<file path="config.mk">
export PLATFORM = sky130hd
export DESIGN_NAME = paddle_transmitter
export DESIGN_NICKNAME = d
export VERILOG_FILES = /design/src/rtl/racing_pkg.sv /design/src/rtl/button_debouncer.sv /design/src/rtl/paddle_transmitter.sv
export SDC_FILE = /design/constraint.sdc
export NUM_CORES = 1
export LEC_CHECK = 0
export CAP_MARGIN = 10
export CORE_MARGIN = 5
export CORE_UTILIZATION = 55
export CTS_BUF_LIST = sky130_fd_sc_hd__clkbuf_16
export DETAILED_ROUTE_END_ITERATION = 6
export DONT_BUFFER_PORTS = 1
export HOLD_SLACK_MARGIN = 0.1
export MAX_ROUTING_LAYER = met4
export PLACE_DENSITY_LB_ADDON = 0.3
export SYNTH_ARGS = -nofsm -noshare
export SYNTH_HDL_FRONTEND = slang
export SYNTH_SLANG_ARGS = --single-unit
</file>
<file path="constraint.sdc">
create_clock -name clk -period 2.85 [get_ports clk]
set_clock_uncertainty 0.2 [all_clocks]
set_input_delay 0.4275 -clock clk [delete_from_list [all_inputs] [get_ports clk]]
set_output_delay 0.4275 -clock clk [all_outputs]
set_load 0.05 [all_outputs]
</file>
<file path="src/rtl/racing_pkg.sv">
// Shared constants for the racing-game paddle interface: bus widths,
// button index map and the per-frame throttle command.
package racing_pkg;

  localparam int LINE_W  = 10;
  localparam int THR_W   = 9;
  localparam int NUM_BTN = 4;

  localparam int BTN_LEFT  = 0;
  localparam int BTN_RIGHT = 1;
  localparam int BTN_ACCEL = 2;
  localparam int BTN_BRAKE = 3;

  typedef enum logic [1:0] {
    THR_HOLD,
    THR_UP,
    THR_DOWN
  } thr_cmd_e;

endpackage

</file>
<file path="src/rtl/button_debouncer.sv">
// Two-flop synchronizer followed by a counting debouncer: a new level is
// accepted only after it has been seen for DEBOUNCE_CYCLES consecutive cycles.
module button_debouncer #(
  parameter int DEBOUNCE_CYCLES = 250000,
  parameter int DB_W            = 18
) (
  input  logic clk,
  input  logic reset,
  input  logic btn_i,
  output logic level_o
);

  localparam logic [DB_W-1:0] CNT_LAST = DB_W'(DEBOUNCE_CYCLES - 1);

  logic [1:0]      sync_q;
  logic            level_q, level_d;
  logic [DB_W-1:0] cnt_q, cnt_d;

  always_ff @(posedge clk) begin
    if (reset) begin
      sync_q  <= '0;
      level_q <= 1'b0;
      cnt_q   <= '0;
    end else begin
      sync_q  <= {sync_q[0], btn_i};
      level_q <= level_d;
      cnt_q   <= cnt_d;
    end
  end

  // Any return to the accepted level restarts the count, so short bounces vanish.
  always_comb begin
    level_d = level_q;
    cnt_d   = '0;
    if (sync_q[1] != level_q) begin
      if (cnt_q == CNT_LAST) begin
        level_d = sync_q[1];
      end else begin
        cnt_d = cnt_q + 1'b1;
      end
    end
  end

  assign level_o = level_q;

endmodule

</file>
<file path="src/rtl/paddle_transmitter.sv">
// Turns debounced board buttons into the game's paddle signals: registered
// steering bits and a per-frame, line-timed active-low throttle waveform.
module paddle_transmitter
  import racing_pkg::*;
#(
  parameter int DEBOUNCE_CYCLES = 250000,
  parameter int DB_W            = 18,
  parameter int THR_INIT        = 240,
  parameter int THR_MAX         = 479,
  parameter int THR_STEP        = 4
) (
  input  logic       clk,
  input  logic       reset,
  input  logic       hsync,
  input  logic       vsync,
  input  logic       btn_left,
  input  logic       btn_right,
  input  logic       btn_accel,
  input  logic       btn_brake,
  output logic       hpaddle_left,
  output logic       hpaddle_right,
  output logic       vpaddle,
  output logic [8:0] throttle
);

  localparam logic [LINE_W-1:0] STEP_EXT = LINE_W'(THR_STEP);
  localparam logic [LINE_W-1:0] MAX_EXT  = LINE_W'(THR_MAX);
  localparam logic [THR_W-1:0]  STEP_THR = THR_W'(THR_STEP);
  localparam logic [THR_W-1:0]  MAX_THR  = THR_W'(THR_MAX);

  logic [NUM_BTN-1:0] btn_raw, btn_db;

  assign btn_raw[BTN_LEFT]  = btn_left;
  assign btn_raw[BTN_RIGHT] = btn_right;
  assign btn_raw[BTN_ACCEL] = btn_accel;
  assign btn_raw[BTN_BRAKE] = btn_brake;

  for (genvar g = 0; g < NUM_BTN; g++) begin : g_db
    button_debouncer #(
      .DEBOUNCE_CYCLES(DEBOUNCE_CYCLES),
      .DB_W           (DB_W)
    ) u_db (
      .clk    (clk),
      .reset  (reset),
      .btn_i  (btn_raw[g]),
      .level_o(btn_db[g])
    );
  end

  logic              hsync_prev_q, vsync_prev_q;
  logic              hl_q, hl_d, hr_q, hr_d;
  logic [THR_W-1:0]  thr_q, thr_d;
  logic [LINE_W-1:0] line_q, line_d;
  logic              vpaddle_q, vpaddle_d;

  logic              hsync_rise, vsync_rise;
  logic [LINE_W-1:0] thr_ext, thr_up;
  thr_cmd_e          cmd;

  always_ff @(posedge clk) begin
    if (reset) begin
      hsync_prev_q <= 1'b0;
      vsync_prev_q <= 1'b0;
      hl_q         <= 1'b0;
      hr_q         <= 1'b0;
      thr_q        <= THR_W'(THR_INIT);
      line_q       <= '0;
      vpaddle_q    <= 1'b1;
    end else begin
      hsync_prev_q <= hsync;
      vsync_prev_q <= vsync;
      hl_q         <= hl_d;
      hr_q         <= hr_d;
      thr_q        <= thr_d;
      line_q       <= line_d;
      vpaddle_q    <= vpaddle_d;
    end
  end

  always_comb begin
    hsync_rise = hsync & ~hsync_prev_q;
    vsync_rise = vsync & ~vsync_prev_q;

    hl_d = btn_db[BTN_LEFT] & ~btn_db[BTN_RIGHT];
    hr_d = btn_db[BTN_RIGHT] & ~btn_db[BTN_LEFT];

    cmd = THR_HOLD;
    if (btn_db[BTN_ACCEL] && !btn_db[BTN_BRAKE]) begin
      cmd = THR_UP;
    end else if (btn_db[BTN_BRAKE] && !btn_db[BTN_ACCEL]) begin
      cmd = THR_DOWN;
    end

    // Extended by one bit so the upward step can be compared before it wraps.
    thr_ext = {1'b0, thr_q};
    thr_up  = thr_ext + STEP_EXT;
    thr_d   = thr_q;
    if (vsync_rise) begin
      case (cmd)
        THR_UP:   thr_d = (thr_up > MAX_EXT) ? MAX_THR : thr_up[THR_W-1:0];
        THR_DOWN: thr_d = (thr_ext < STEP_EXT) ? '0 : (thr_q - STEP_THR);
        default:  thr_d = thr_q;
      endcase
    end

    // A frame start wins over a coincident line start.
    line_d = line_q;
    if (vsync_rise) begin
      line_d = '0;
    end else if (hsync_rise && (line_q != '1)) begin
      line_d = line_q + 1'b1;
    end

    vpaddle_d = ~(line_q <= thr_ext);
  end

  assign hpaddle_left  = hl_q;
  assign hpaddle_right = hr_q;
  assign vpaddle       = vpaddle_q;
  assign throttle      = thr_q;

endmodule

</file>
==> results, run 1 <==
- The final route contains roughly 4200 vias.
- The clock root buffer is sky130_fd_sc_hd__clkbuf_16.
- Counting the buffers created by CTS gives 9.
- No sink is reached through more buffers than the 2 on the longest clock path.
- The mean routed wirelength per cell is between 10 and 15 um.
- The synthesized design contains 0 enable-type register cells.
- 0 antenna diodes ended up in the layout.
- Once routing completed, OpenROAD measured the worst setup slack at between 0.5 and 0.6 ns.
- The proportion of synthesized flip-flops having asynchronous set or reset is 0%.
- For the final routed database, the setup TNS stands at 0 ns.
- Yosys printed 0 warnings.
- The final number of max-transition violations is 0.
- The biggest area consumer among synthesized cells is sky130_fd_sc_hd__dfxtp_1.
- The global-route wire length before repair is about 18000 um.
- After layout, the worst path uses 81.0% of the clock period.
- At the worst endpoint, the required time is 2.85 ns.
- The worst hold path belongs to the class input pin to flip-flop.
- Among all cell types in the netlist, the one instantiated most often is sky130_fd_sc_hd__dfxtp_1.
- The setup slack of the most critical reg-to-reg path is roughly 0.54 ns.
- The aggregate global routing overflow is 0.
- The number of nets in the final layout is roughly 640.
- In this run the cell area of the synthesized design comes to 5200 um2.
- After clock tree synthesis, the clock-pin slew on the worst setup and hold paths is about 0.07 ns.
- Across every metal layer, demand over resource in global routing totals between 10% and 20%.
- The CTS tree is done.
- Entering global routing, the biggest net connects 25 pins.
- The via-per-instance ratio is around 5.6.
- Timing analysis after detailed placement gives a worst setup slack of between 0.5 and 0.6 ns.
- Once the clock tree was built, the setup fixing pass inserted 0 buffers.
- The height of the chip is around 110 um.
- The critical path startpoint category is a flip-flop.
- 20 I/O pins were placed.
- The number of resized instances in the post-cts repair step is 0.
- Measured in cells, the most critical reg-to-reg path has a length of 5.
- In this run the horizontal extent of the chip is approximately 110 um.
- In this run the remaining antenna-violating nets after routing total 0.
- Setup repair after global routing left no endpoint under its margin.
- For this run, the leading register cell type out of synthesis is sky130_fd_sc_hd__dfxtp_1.
- The detailed-routing iteration count for the pre-antenna-repair pass is 4.
- The clock latency at the later pin of the worst-skew pair is about 0.34 ns.
- Counting instances, the worst hold path has a depth of 2.
- The kind of capture point of the worst setup path is a flip-flop.
- The number of nets in the synthesized netlist is around 630.
- After synthesis, flip-flops and latches occupy approximately two fifths of the total area.
- The peak supply drop is about 500 uV.
- The total of endpoints with negative setup slack in the final report is 0.
- For this block, the initial DRC count from the detailed router was 242.
- The via count of the first global-routing pass came to approximately 4100.
- The worst-path maximum fanout is 17.
- Row generation in the floorplan step produced 35 rows.
- The standby leakage power is between 1.5 and 2 nW.
- The number of filler cells placed in the layout is 797.
- In the final layout, the share of cells above drive strength 1 is 7.14%.
- The core area is 9240 um2.
- The total of hold buffers inserted after clock tree synthesis is 7.
- Sorting the synthesized cells by area gives the leading types as sky130_fd_sc_hd__dfxtp_1 41%, sky130_fd_sc_hd__xnor2_1 9.1%, sky130_fd_sc_hd__nor2_1 6.4%.
- Across the run, the number of max-cap violations was 0.
- The die area is around 12000 um2.
- The count of buffers added on input and output ports is 0.
- The unique cell type count in the Yosys netlist is 61.
- The total DRC errors in the routed layout is 0.
- The transition at the pin with the smallest max-transition slack is 0.882 ns.
- Counting flops and latches in the post-synthesis netlist gives approximately 110.
- After synthesis, the largest area contributor takes up 41.2% of total cell area.
- CTS saw between 100 and 150 sinks.
- The worst hold slack after final layout is between 0.15 and 0.2 ns.
- In this run the mean area of a mapped cell was 8.66 um2.
- Data arrives at the worst endpoint at about 2.3 ns.
- The worst relative slew slack is 41.0%.
- The total length of routed wires is ~10000 um.
- The commonest cells after synthesis are 107 x sky130_fd_sc_hd__dfxtp_1, 89 x sky130_fd_sc_hd__nor2_1, 54 x sky130_fd_sc_hd__xnor2_1.
- The initial standard-cell utilization of the core is a little under three fifths.
- The kind of critical path is flip-flop to flip-flop.
- The time the final worst path needs with I/O delays and setup is between 2 and 2.5 ns.
- Static timing analysis puts the maximum clock frequency at 0.433 GHz.
- Relative to the synthesized area, the layout overhead comes to 9.86%.
- The final estimated routing congestion in global placement is 0.908.
- The number of endpoints with negative hold slack in the final report is 0.
- The run finished with clean final reports.
- The HPWL after detailed placement is about 7100 um.
- The initial antenna violation count is 0.
- The H-tree generated during clock tree synthesis spans 3 levels.
- The power per cell area is slightly below 500 nW/um2.
- In the synthesized netlist, the number of instances is roughly 600.
-- report_power, final --
part | internal, mW | switching, mW
registers | 1.50 | 0.00936
clock network | 0.680 | 0.542
logic | 0.0221 | 0.0299
total | 2.21 | 0.581
-- worst max-delay path, cell delays in order (launching register included) --
cell and delay (ns):
sky130_fd_sc_hd__dfxtp_1 0.35, sky130_fd_sc_hd__ha_1 0.23, sky130_fd_sc_hd__nand3_1 0.14, sky130_fd_sc_hd__or4_1 0.56, sky130_fd_sc_hd__o21ai_2 0.58, sky130_fd_sc_hd__nor2_1 0.11
-- sequential cells by signal, indices dropped and copies added, names as in the netlist --
name and flops:
g_db.u_db.cnt_q 72, line_q 10, g_db.u_db.sync_q 8, throttle 8, g_db.u_db.level_o 4, hpaddle_left 1, hpaddle_right 1, hsync_prev_q 1
vpaddle 1, vsync_prev_q 1
-- layer usage --
metal  up-vias  wire (um)  GRT usage, %
li1       2149          -             -
met1      1976       4630          22.6
met2        57       4880          32.4
met3        15        344          4.44
met4         0        127          6.03
met5         -          0             -
-- through the flow --
step | cells | total power, mW | utilization (%) | area [um2]
after floorplan | 601 | 1.59 | - | 5200
after global placement | 722 | 1.59 | 57.9 | 5350
after detailed placement | 722 | 1.59 | 57.9 | 5350
after CTS | 745 | 2.82 | 61.9 | 5720
after global routing | 745 | 2.90 | 61.9 | 5720
final | 745 | 2.79 | 61.9 | 5720
-- layout make-up --
cell class	count	area (um2)	share of cell area, %
Clock inverter	7	68.8	1.20
Timing Repair Buffer	19	160	2.80
Multi-Input combinational cell	447	2860	50.0
Sequential cell	107	2140	37.5
Clock buffer	9	225	3.94
Inverter	27	101	1.77
Tap cell	129	161	2.82
-- layout by cell type (no fill, tap or decap), drive strengths merged, types with 12 or more instances in the layout --
cell / n
a21oi: 13
buf: 12
dfxtp: 107
ha: 17
inv: 28
nand2: 37
nand3: 32
nand4: 28
nor2: 89
nor2b: 12
nor3: 20
nor4: 18
o21ai: 14
xnor2: 54
xor2: 15
-- kinds of logic (layout without fill, tap and decap cells) --
| family | Yosys count | count (layout) | share of synthesized area [%] |
|---|---|---|---|
| AND/OR/NAND/NOR | 286 | 286 | 28.7 |
| flip-flops | 107 | 107 | 41.2 |
| AO/OA/AOI/OAI | 72 | 72 | 9.95 |
| XOR/XNOR | 69 | 69 | 11.6 |
| buffers and inverters | 47 | 62 | 3.92 |
| adder cells (fa/ha/maj) | 17 | 17 | 4.09 |
| multiplexers | 3 | 3 | 0.601 |
-- worst paths after layout --
kind	to	from
setup reg to reg	g_db[3].u_db.cnt_q[9]	g_db[3].u_db.cnt_q[0]
setup / recovery	g_db[3].u_db.cnt_q[9]	g_db[3].u_db.cnt_q[0]
hold reg to reg	g_db[1].u_db.cnt_q[0]	g_db[1].u_db.cnt_q[0]
hold / removal	line_q[7]	reset
(Power assumes the default switching activity.)
==> inputs of run 2 (changes only) <==
==> constraint.sdc (replaced) <==
create_clock -name clk -period 2.34 [get_ports clk]
set_clock_uncertainty 0.2 [all_clocks]
set_input_delay 0.351 -clock clk [delete_from_list [all_inputs] [get_ports clk]]
set_output_delay 0.351 -clock clk [all_outputs]
set_load 0.05 [all_outputs]
==> run 2 against run 1 <==
Against the previous run:
- count of clock-buffer cells in the layout did not move
- cell area rose by 0.81%
- sequential cell count did not move
- critical path depth rose by 1
==> results, run 2 (synthesized netlist as in run 1, its figures left out) <==
- The switching power share of the total is 20.7% (was 20.8%).
- The clock share of power came to 43.6% (was 43.8%).
- The number of H-tree levels is 3 (unchanged).
- The time the final worst path needs with I/O delays and setup came to 2.20 ns (was 2.31 ns).
- The post-layout total power is 3.38 mW (was 2.79 mW).
- The global-route wire length before repair is 18100 um (was 18000 um).
- The commonest non-fill, non-tap cell in the layout is sky130_fd_sc_hd__dfxtp_1 (unchanged).
- The clock latency at the later pin of the worst-skew pair is 0.35 ns (was 0.34 ns).
- The global-route met2 utilization came to 32.7% (was 32.4%).
- The transition at the pin with the smallest max-transition slack was 0.927 ns (was 0.882 ns).
- The setup total negative slack is 0 ns (unchanged).
- Critical path, cell by cell: inv_1 > ha_1 > or3b_2 > or4b_1 > o2111a_1 > o211ai_1 (was ha_1 > nand3_1 > or4_1 > o21ai_2 > nor2_1).
- The initial antenna violation count is 0 (unchanged).
- The buffer and inverter count on the worst path is 1 (was 0).
- The standby leakage power is 1.81 nW (was 1.79 nW).
- The most congested layer reported by global routing is met2 (unchanged).
- The number of nets in the final layout is 642 (was 636).
- Setup repair after global routing missed its margin: no (unchanged).
- The final estimated routing congestion in global placement came to 0.924 (was 0.908).
- The number of flip-flops in the largest register is 72 (unchanged).
- The critical path startpoint is g_db[2].u_db.level_o (was g_db[3].u_db.cnt_q[0]).
- The number of sinks handled by clock tree synthesis is 107 (unchanged).
- The CTS tree is done (unchanged).
- Status: finished clean (unchanged).
- The via count of the first global-routing pass is 4040 (was 4120).
- The worst-path maximum fanout is 3 (was 17).
- The pin count of the biggest net entering global routing is 26 (was 25).
- The die area was 11500 um2 (unchanged).
- The violation count after the first detailed-routing iteration is 287 (was 242).
- The startpoint of the tightest hold check path is reset (unchanged).
- The master of the slowest instance on the critical path is sky130_fd_sc_hd__or4b_1 (was sky130_fd_sc_hd__o21ai_2).
- The detailed-routing iteration count for the pre-antenna-repair pass was 4 (unchanged).
- The count of antenna diodes in the layout is 0 (unchanged).
- The routing usage on met1 was 23.2% (was 22.6%).
- The clock-pin transition on the worst setup and hold timing paths is 0.07 ns (about the same).
- The worst relative slew slack was 38.0% (was 41.0%).
- The number of CTS-inserted buffers was 9 (unchanged).
- The area after detailed placement is 5400 um2 (was 5350 um2).
- The startpoint of the worst-slack reg-to-reg timing path is g_db[2].u_db.level_o (was g_db[3].u_db.cnt_q[0]).
- The register with the highest flop count is g_db.u_db.cnt_q (unchanged).
- The post-synthesis to final-layout area growth came to 10.7% (was 9.86%).
- The number of endpoints with negative hold slack in the final report was 0 (unchanged).
- The depth of the critical timing path with buffers and inverters included is 6 (was 5).
- Registers with the most flip-flops: g_db.u_db.cnt_q: 72 flops, line_q: 10 flops (unchanged).
- The number of I/O pins is 20 (unchanged).
- The via-per-instance ratio was 5.63 (about the same).
- The initial standard-cell utilization of the core is 56.3% (unchanged).
- The kind of critical path is flip-flop to flip-flop (unchanged).
- The fraction of layout instances using a drive strength above 1 is 8.68% (was 7.14%).
- The height of the chip came to 107 um (unchanged).
- The number of buffers inserted by port buffering was 0 (unchanged).
- The depth of the worst hold-timing path is 4 (was 2).
- The worst hold path class is input pin to flip-flop (unchanged).
- The core area is 9240 um2 (unchanged).
- The total length of routed wires was 10100 um (was 9990 um).
- The portion of the clock cycle consumed by the worst path in the final layout is 93.8% (was 81.0%).
- The proportion of power drawn by combinational gates is 1.9% (about the same).
- The pre-CTS setup slack came to 0.144 ns (was 0.534 ns).
- The post-route cell area came to 5760 um2 (was 5720 um2).
- The sequential cell fraction of total power was 54.5% (was 54.3%).
- The clock root buffer is sky130_fd_sc_hd__clkbuf_16 (unchanged).
- The die span in x is 107 um (unchanged).
- The aggregate global routing overflow is 0 (unchanged).
- The number of max-cap violations was 0 (unchanged).
- The power per cell area is 587 nW/um2 (was 487 nW/um2).
- Most frequent cells in the layout: 104 x sky130_fd_sc_hd__dfxtp_1, 89 x sky130_fd_sc_hd__nor2_1, 54 x sky130_fd_sc_hd__xnor2_1 (was 107 x sky130_fd_sc_hd__dfxtp_1, 89 x sky130_fd_sc_hd__nor2_1, 54 x sky130_fd_sc_hd__xnor2_1).
- The critical path data arrival time came to 2.27 ns (was 2.31 ns).
- The data required time of the worst path is 2.41 ns (was 2.85 ns).
- The slack of the critical path is 0.145 ns (was 0.543 ns).
- The total of endpoints with negative setup slack in the final report came to 0 (unchanged).
- The final number of max-transition violations is 0 (unchanged).
- The cell-internal power is 2.69 mW (was 2.21 mW).
- The logic depth of the worst register-to-register path came to 6 (was 5).
- The maximum number of buffers from clock root to sink is 2 (unchanged).
- The global-route track usage on met3 is 5.88% (was 4.44%).
- The peak supply drop was 603 uV (was 501 uV).
- The final antenna-violating net count was 0 (unchanged).
- The critical path's largest stage delay is 0.52 ns (was 0.58 ns).
- The kind of capture point of the worst setup path is a flip-flop (unchanged).
- The total DRC errors in the routed layout is 0 (unchanged).
- The highest clock rate was 0.456 GHz (was 0.433 GHz).
- The mean routed wirelength per cell came to 13.5 um (was 13.4 um).
- The number of filler cells placed in the layout is 799 (was 797).
- The site row count is 35 (unchanged).
- The kind of cell with the highest combined delay on the critical path was simple AND/OR/NAND/NOR gates (unchanged).
- The total global routing track utilization came to 19.5% (was 19.2%).
- The HPWL after detailed placement came to 7220 um (was 7080 um).
- The switching power summed over all nets is 0.699 mW (was 0.581 mW).
- The critical path startpoint category was a flip-flop (unchanged).
- The total via count after detailed routing is 4229 (was 4197).
-- run 2: changes by cell type in the layout (fill, tap and decap cells not counted), sizes merged --
| cell | change |
|---|---|
| buf | +6 |
| clkinv | +1 |
| inv | -1 |
-- run 2: metal layers --
layer	routed length (um)	up-vias
met5	0	-
met4	75	0
met3	368	7
met2	5020	61
met1	4680	1995
li1	-	2166
-- run 2: timing repair --
action	4_1_cts	5_1_grt
setup buffers	0	0
gates resized for setup	0	0
hold endpoints to repair	32	0
hold buffers	7	0
-- run 2: per-stage QoR --
stage	hold WS (ns)	instances	util (%)
global placement	0.224	728	58.5
global route	0.149	751	62.4
CTS	0.119	751	62.4
finish	0.129	751	62.4
floorplan	0.214	601	-
detailed placement	0.224	728	58.5
-- run 2: cell type report --
class	instances	area (um2)	share of cell area, %
clock inverter	7	66.3	1.15
timing repair buffer	25	205	3.56
inverter	27	101	1.76
multi-input combinational	447	2860	49.6
tap	129	161	2.80
sequential	107	2150	37.2
clock buffer	9	225	3.91
-- run 2: worst reg2reg max path, cell delays in order, from the launching register on --
cell and delay [ns]:
sky130_fd_sc_hd__dfxtp_1 0.36, sky130_fd_sc_hd__inv_1 0.05, sky130_fd_sc_hd__ha_1 0.30, sky130_fd_sc_hd__or3b_2 0.46
sky130_fd_sc_hd__or4b_1 0.52, sky130_fd_sc_hd__o2111a_1 0.16, sky130_fd_sc_hd__o211ai_1 0.07
-- run 2: power by group through the flow --
stage | combinational, mW | sequential [mW] | clock [mW]
after floorplan | 0.0472 | 1.88 | 0
after global placement | 0.0464 | 1.89 | 0
after detailed placement | 0.0478 | 1.89 | 0
after CTS | 0.0635 | 1.84 | 1.52
after global routing | 0.0725 | 1.84 | 1.61
final | 0.0633 | 1.84 | 1.48
-- run 2: final timing paths --
check,slack (ns),end
max,0.14,throttle[7]
min,0.13,g_db[1].u_db.cnt_q[5]
max reg2reg,0.14,throttle[7]
min reg2reg,0.24,g_db[3].u_db.sync_q[1]
==> inputs of run 3 (changes only) <==
--- a/config.mk
+++ b/config.mk
@@ -5,6 +5,7 @@
 export SDC_FILE = /design/constraint.sdc
 export NUM_CORES = 1
 export LEC_CHECK = 0
+export ABC_AREA = 1
 export CAP_MARGIN = 10
 export CORE_MARGIN = 5
 export CORE_UTILIZATION = 55
==> run 3 against run 2 <==
Against the previous run:
- cell area rose by 3.8%
- via count rose by 14%
- hold slack improved by 0.036 ns
- global-route usage rose by 0.60 points
- count of clock-buffer cells in the layout did not move
- fmax rose by 7.1%
- power rose by 2.6%
- sequential cell count did not move
- critical path type unchanged
- largest power group unchanged
==> results, run 3 <==
- The dominant synthesized flop cell was sky130_fd_sc_hd__dfxtp_1 (unchanged).
- The setup total negative slack came to 0 ns (unchanged).
- The pin count of the biggest net entering global routing came to 21 (was 26).
- The register with the highest flop count is g_db.u_db.cnt_q (unchanged).
- The kind of capture point of the worst setup path is a flip-flop (unchanged).
- The highest clock rate came to 0.488 GHz (was 0.456 GHz).
- The number of enable flip-flop cells after synthesis is 0 (unchanged).
- The number of filler cells placed in the layout was 903 (was 799).
- The clock root buffer is sky130_fd_sc_hd__clkbuf_16 (unchanged).
- The number of H-tree levels is 3 (unchanged).
- The portion of the clock cycle consumed by the worst path in the final layout is 87.6% (was 93.8%).
- The final estimated routing congestion in global placement was 0.899 (was 0.924).
- The sequential fraction of the synthesis area came to 39.3% (was 41.2%).
- The number of CTS-inserted buffers is 9 (unchanged).
- The power per cell area is 580 nW/um2 (was 587 nW/um2).
- The post-layout total power is 3.47 mW (was 3.38 mW).
- Registers with the most flip-flops: g_db.u_db.cnt_q: 72 flops, line_q: 10 flops (unchanged).
- The total DRC errors in the routed layout was 0 (unchanged).
- The initial antenna violation count is 0 (unchanged).
- The HPWL after detailed placement came to 8020 um (was 7220 um).
- The data required time of the worst path came to 2.39 ns (was 2.41 ns).
- The total global routing track utilization is 20.1% (was 19.5%).
- The most frequently used cell type in the post-synthesis netlist was sky130_fd_sc_hd__nand2_1 (was sky130_fd_sc_hd__dfxtp_1).
- The number of max-cap violations came to 0 (unchanged).
- The height of the chip is 110 um (was 107 um).
- The time the final worst path needs with I/O delays and setup is 2.05 ns (was 2.20 ns).
- The biggest area consumer among synthesized cells is sky130_fd_sc_hd__dfxtp_1 (unchanged).
- The site row count is 36 (was 35).
- The total length of routed wires is 10900 um (was 10100 um).
- The transition at the pin with the smallest max-transition slack came to 0.749 ns (was 0.927 ns).
- The global-route wire length before repair is 19100 um (was 18100 um).
- The number of warning messages in the yosys log is 0 (unchanged).
- The number of cells after detailed placement is 914 (was 728).
- The number of instances in the synthesized netlist is 783 (was 601).
- The final antenna-violating net count was 0 (unchanged).
- The standby leakage power was 2.23 nW (was 1.81 nW).
- The post-synthesis to final-layout area growth is 9.80% (was 10.7%).
- Top area cells in the synthesized netlist: sky130_fd_sc_hd__dfxtp_1 39%, sky130_fd_sc_hd__nand2_1 11%, sky130_fd_sc_hd__inv_1 8.5% (was sky130_fd_sc_hd__dfxtp_1 41%, sky130_fd_sc_hd__xnor2_1 9.1%, sky130_fd_sc_hd__nor2_1 6.4%).
- The number of flip-flops in the largest register is 72 (unchanged).
- The final number of max-transition violations is 0 (unchanged).
- The final core utilization is 61.5% (was 62.4%).
- The CTS tree was done (unchanged).
- The average cell area after synthesis is 6.96 um2 (was 8.66 um2).
- The number of buffers inserted by port buffering came to 0 (unchanged).
- The detailed-routing iteration count for the pre-antenna-repair pass is 5 (was 4).
- The worst relative slew slack is 49.9% (was 38.0%).
- Most frequent cells after synthesis: 153 x sky130_fd_sc_hd__nand2_1, 124 x sky130_fd_sc_hd__inv_1, 107 x sky130_fd_sc_hd__dfxtp_1 (was 107 x sky130_fd_sc_hd__dfxtp_1, 89 x sky130_fd_sc_hd__nor2_1, 54 x sky130_fd_sc_hd__xnor2_1).
- The worst-path maximum fanout is 17 (was 3).
- The flop and latch count out of synthesis came to 107 (unchanged).
- The pre-CTS setup slack is 0.323 ns (was 0.144 ns).
- The cell area after synthesis is 5450 um2 (was 5200 um2).
- The slack of the critical path came to 0.290 ns (was 0.145 ns).
- The peak supply drop is 532 uV (was 603 uV).
- Status: finished clean (unchanged).
- The number of endpoints with negative hold slack in the final report is 0 (unchanged).
- The die span in x is 110 um (was 107 um).
- The total via count after detailed routing is 4801 (was 4229).
- The fraction of layout instances using a drive strength above 1 is 6.47% (was 8.68%).
- The post-synthesis net count is 808 (was 626).
- The proportion of synthesized flip-flops having asynchronous set or reset is 0% (unchanged).
- The sequential cell area is 2140 um2 (was 2150 um2).
- The initial standard-cell utilization of the core was 56.0% (was 56.3%).
- Most frequent cells in the layout: 153 x sky130_fd_sc_hd__nand2_1, 124 x sky130_fd_sc_hd__inv_1, 107 x sky130_fd_sc_hd__dfxtp_1 (was 104 x sky130_fd_sc_hd__dfxtp_1, 89 x sky130_fd_sc_hd__nor2_1, 54 x sky130_fd_sc_hd__xnor2_1).
- The kind of critical path is flip-flop to flip-flop (unchanged).
- The aggregate global routing overflow is 0 (unchanged).
- The mean routed wirelength per cell was 11.6 um (was 13.5 um).
- The number of sinks handled by clock tree synthesis came to 107 (unchanged).
- The final cell count without fillers is 937 (was 751).
- The number of resized instances in the post-cts repair step is 0 (unchanged).
- Setup repair after global routing missed its margin: no (unchanged).
- The commonest non-fill, non-tap cell in the layout is sky130_fd_sc_hd__nand2_1 (was sky130_fd_sc_hd__dfxtp_1).
- The number of I/O pins was 20 (unchanged).
- The via count of the first global-routing pass is 4466 (was 4040).
- The share of the synthesized area in the top cell type came to 39.3% (was 41.2%).
- The core area came to 9730 um2 (was 9240 um2).
- The critical path startpoint category is a flip-flop (unchanged).
- The worst hold path class is input pin to flip-flop (unchanged).
- The area occupied by multi-input gates was 2770 um2 (was 2860 um2).
- The clock latency at the later pin of the worst-skew pair is 0.34 ns (was 0.35 ns).
- The die area came to 12000 um2 (was 11500 um2).
- The count of antenna diodes in the layout is 0 (unchanged).
- The via-per-instance ratio is 5.12 (was 5.63).
- The maximum number of buffers from clock root to sink was 2 (unchanged).
- The unique cell type count in the Yosys netlist is 37 (was 61).
- The violation count after the first detailed-routing iteration is 276 (was 287).
- The number of nets in the final layout is 824 (was 642).
- The total of endpoints with negative setup slack in the final report was 0 (unchanged).
- The clock-pin transition on the worst setup and hold timing paths is 0.07 ns (about the same).
- The critical path data arrival time is 2.10 ns (was 2.27 ns).
[run 3: report_power, final]
| group | internal, mW | switching [mW] | total, mW |
|---|---|---|---|
| Clock | 0.856 | 0.708 | 1.56 |
| Combinational | 0.0205 | 0.0444 | 0.0649 |
| Sequential | 1.83 | 0.0111 | 1.84 |
[run 3: metrics by stage]
step | cell area, um2 | hold WS [ns]
after floorplan | 5450 | 0.188
after global routing | 5990 | 0.175
after CTS | 5990 | 0.143
final | 5990 | 0.164
after detailed placement | 5600 | 0.199
after global placement | 5600 | 0.197
[run 3: critical path: stages (launching register included)]
cell and delay, ns:
sky130_fd_sc_hd__dfxtp_1 0.39, sky130_fd_sc_hd__ha_1 0.20, sky130_fd_sc_hd__nand2_1 0.12, sky130_fd_sc_hd__nor2_2 0.16, sky130_fd_sc_hd__nand2_1 0.10, sky130_fd_sc_hd__nor4_2 0.19, sky130_fd_sc_hd__nand2_1 0.12, sky130_fd_sc_hd__nand2_2 0.28
sky130_fd_sc_hd__inv_1 0.09, sky130_fd_sc_hd__nand2_1 0.07, sky130_fd_sc_hd__inv_1 0.03
[run 3: layout make-up]
type / count / area share, %
multi-input combinational: 542 / 46.2
tap: 133 / 2.78
timing repair buffer: 15 / 2.17
inverter: 124 / 7.78
sequential: 107 / 35.8
clock buffer: 9 / 3.76
clock inverter: 7 / 1.53
[run 3: path summary, 6_finish.rpt]
| check | to | slack [ns] | depth (start not counted) | from |
|---|---|---|---|---|
| max | g_db[0].u_db.cnt_q[14] | 0.29 | 10 | g_db[0].u_db.cnt_q[0] |
| max reg2reg | g_db[0].u_db.cnt_q[14] | 0.29 | 10 | g_db[0].u_db.cnt_q[0] |
| min | vpaddle | 0.16 | 2 | reset |
| min reg2reg | g_db[0].u_db.sync_q[1] | 0.21 | 2 | g_db[0].u_db.sync_q[0] |
[run 3: layer usage]
metal | vias to the layer above | global-route usage [%] | part of all wire, %
met5 | - | - | 0
met4 | 0 | 5.08 | 0.83
met3 | 10 | 4.23 | 3.2
met2 | 59 | 34.7 | 50
met1 | 2183 | 23.9 | 46
li1 | 2549 | - | -
[run 3: cell families (layout without fill, tap and decap cells)]
group	Yosys count	after routing	share of synthesized area (%)
flops	107	107	39.3
buf+inv	134	155	9.98
simple gates	413	413	34.5
compound gates	87	87	8.26
fa+ha+maj	17	17	3.90
xor+xnor	25	25	4.02
[run 3: repair_timing]
action                    in CTS  in global routing
buffers inserted               0                  0
hold buffers                   7                  0
hold endpoints to repair      20                  0
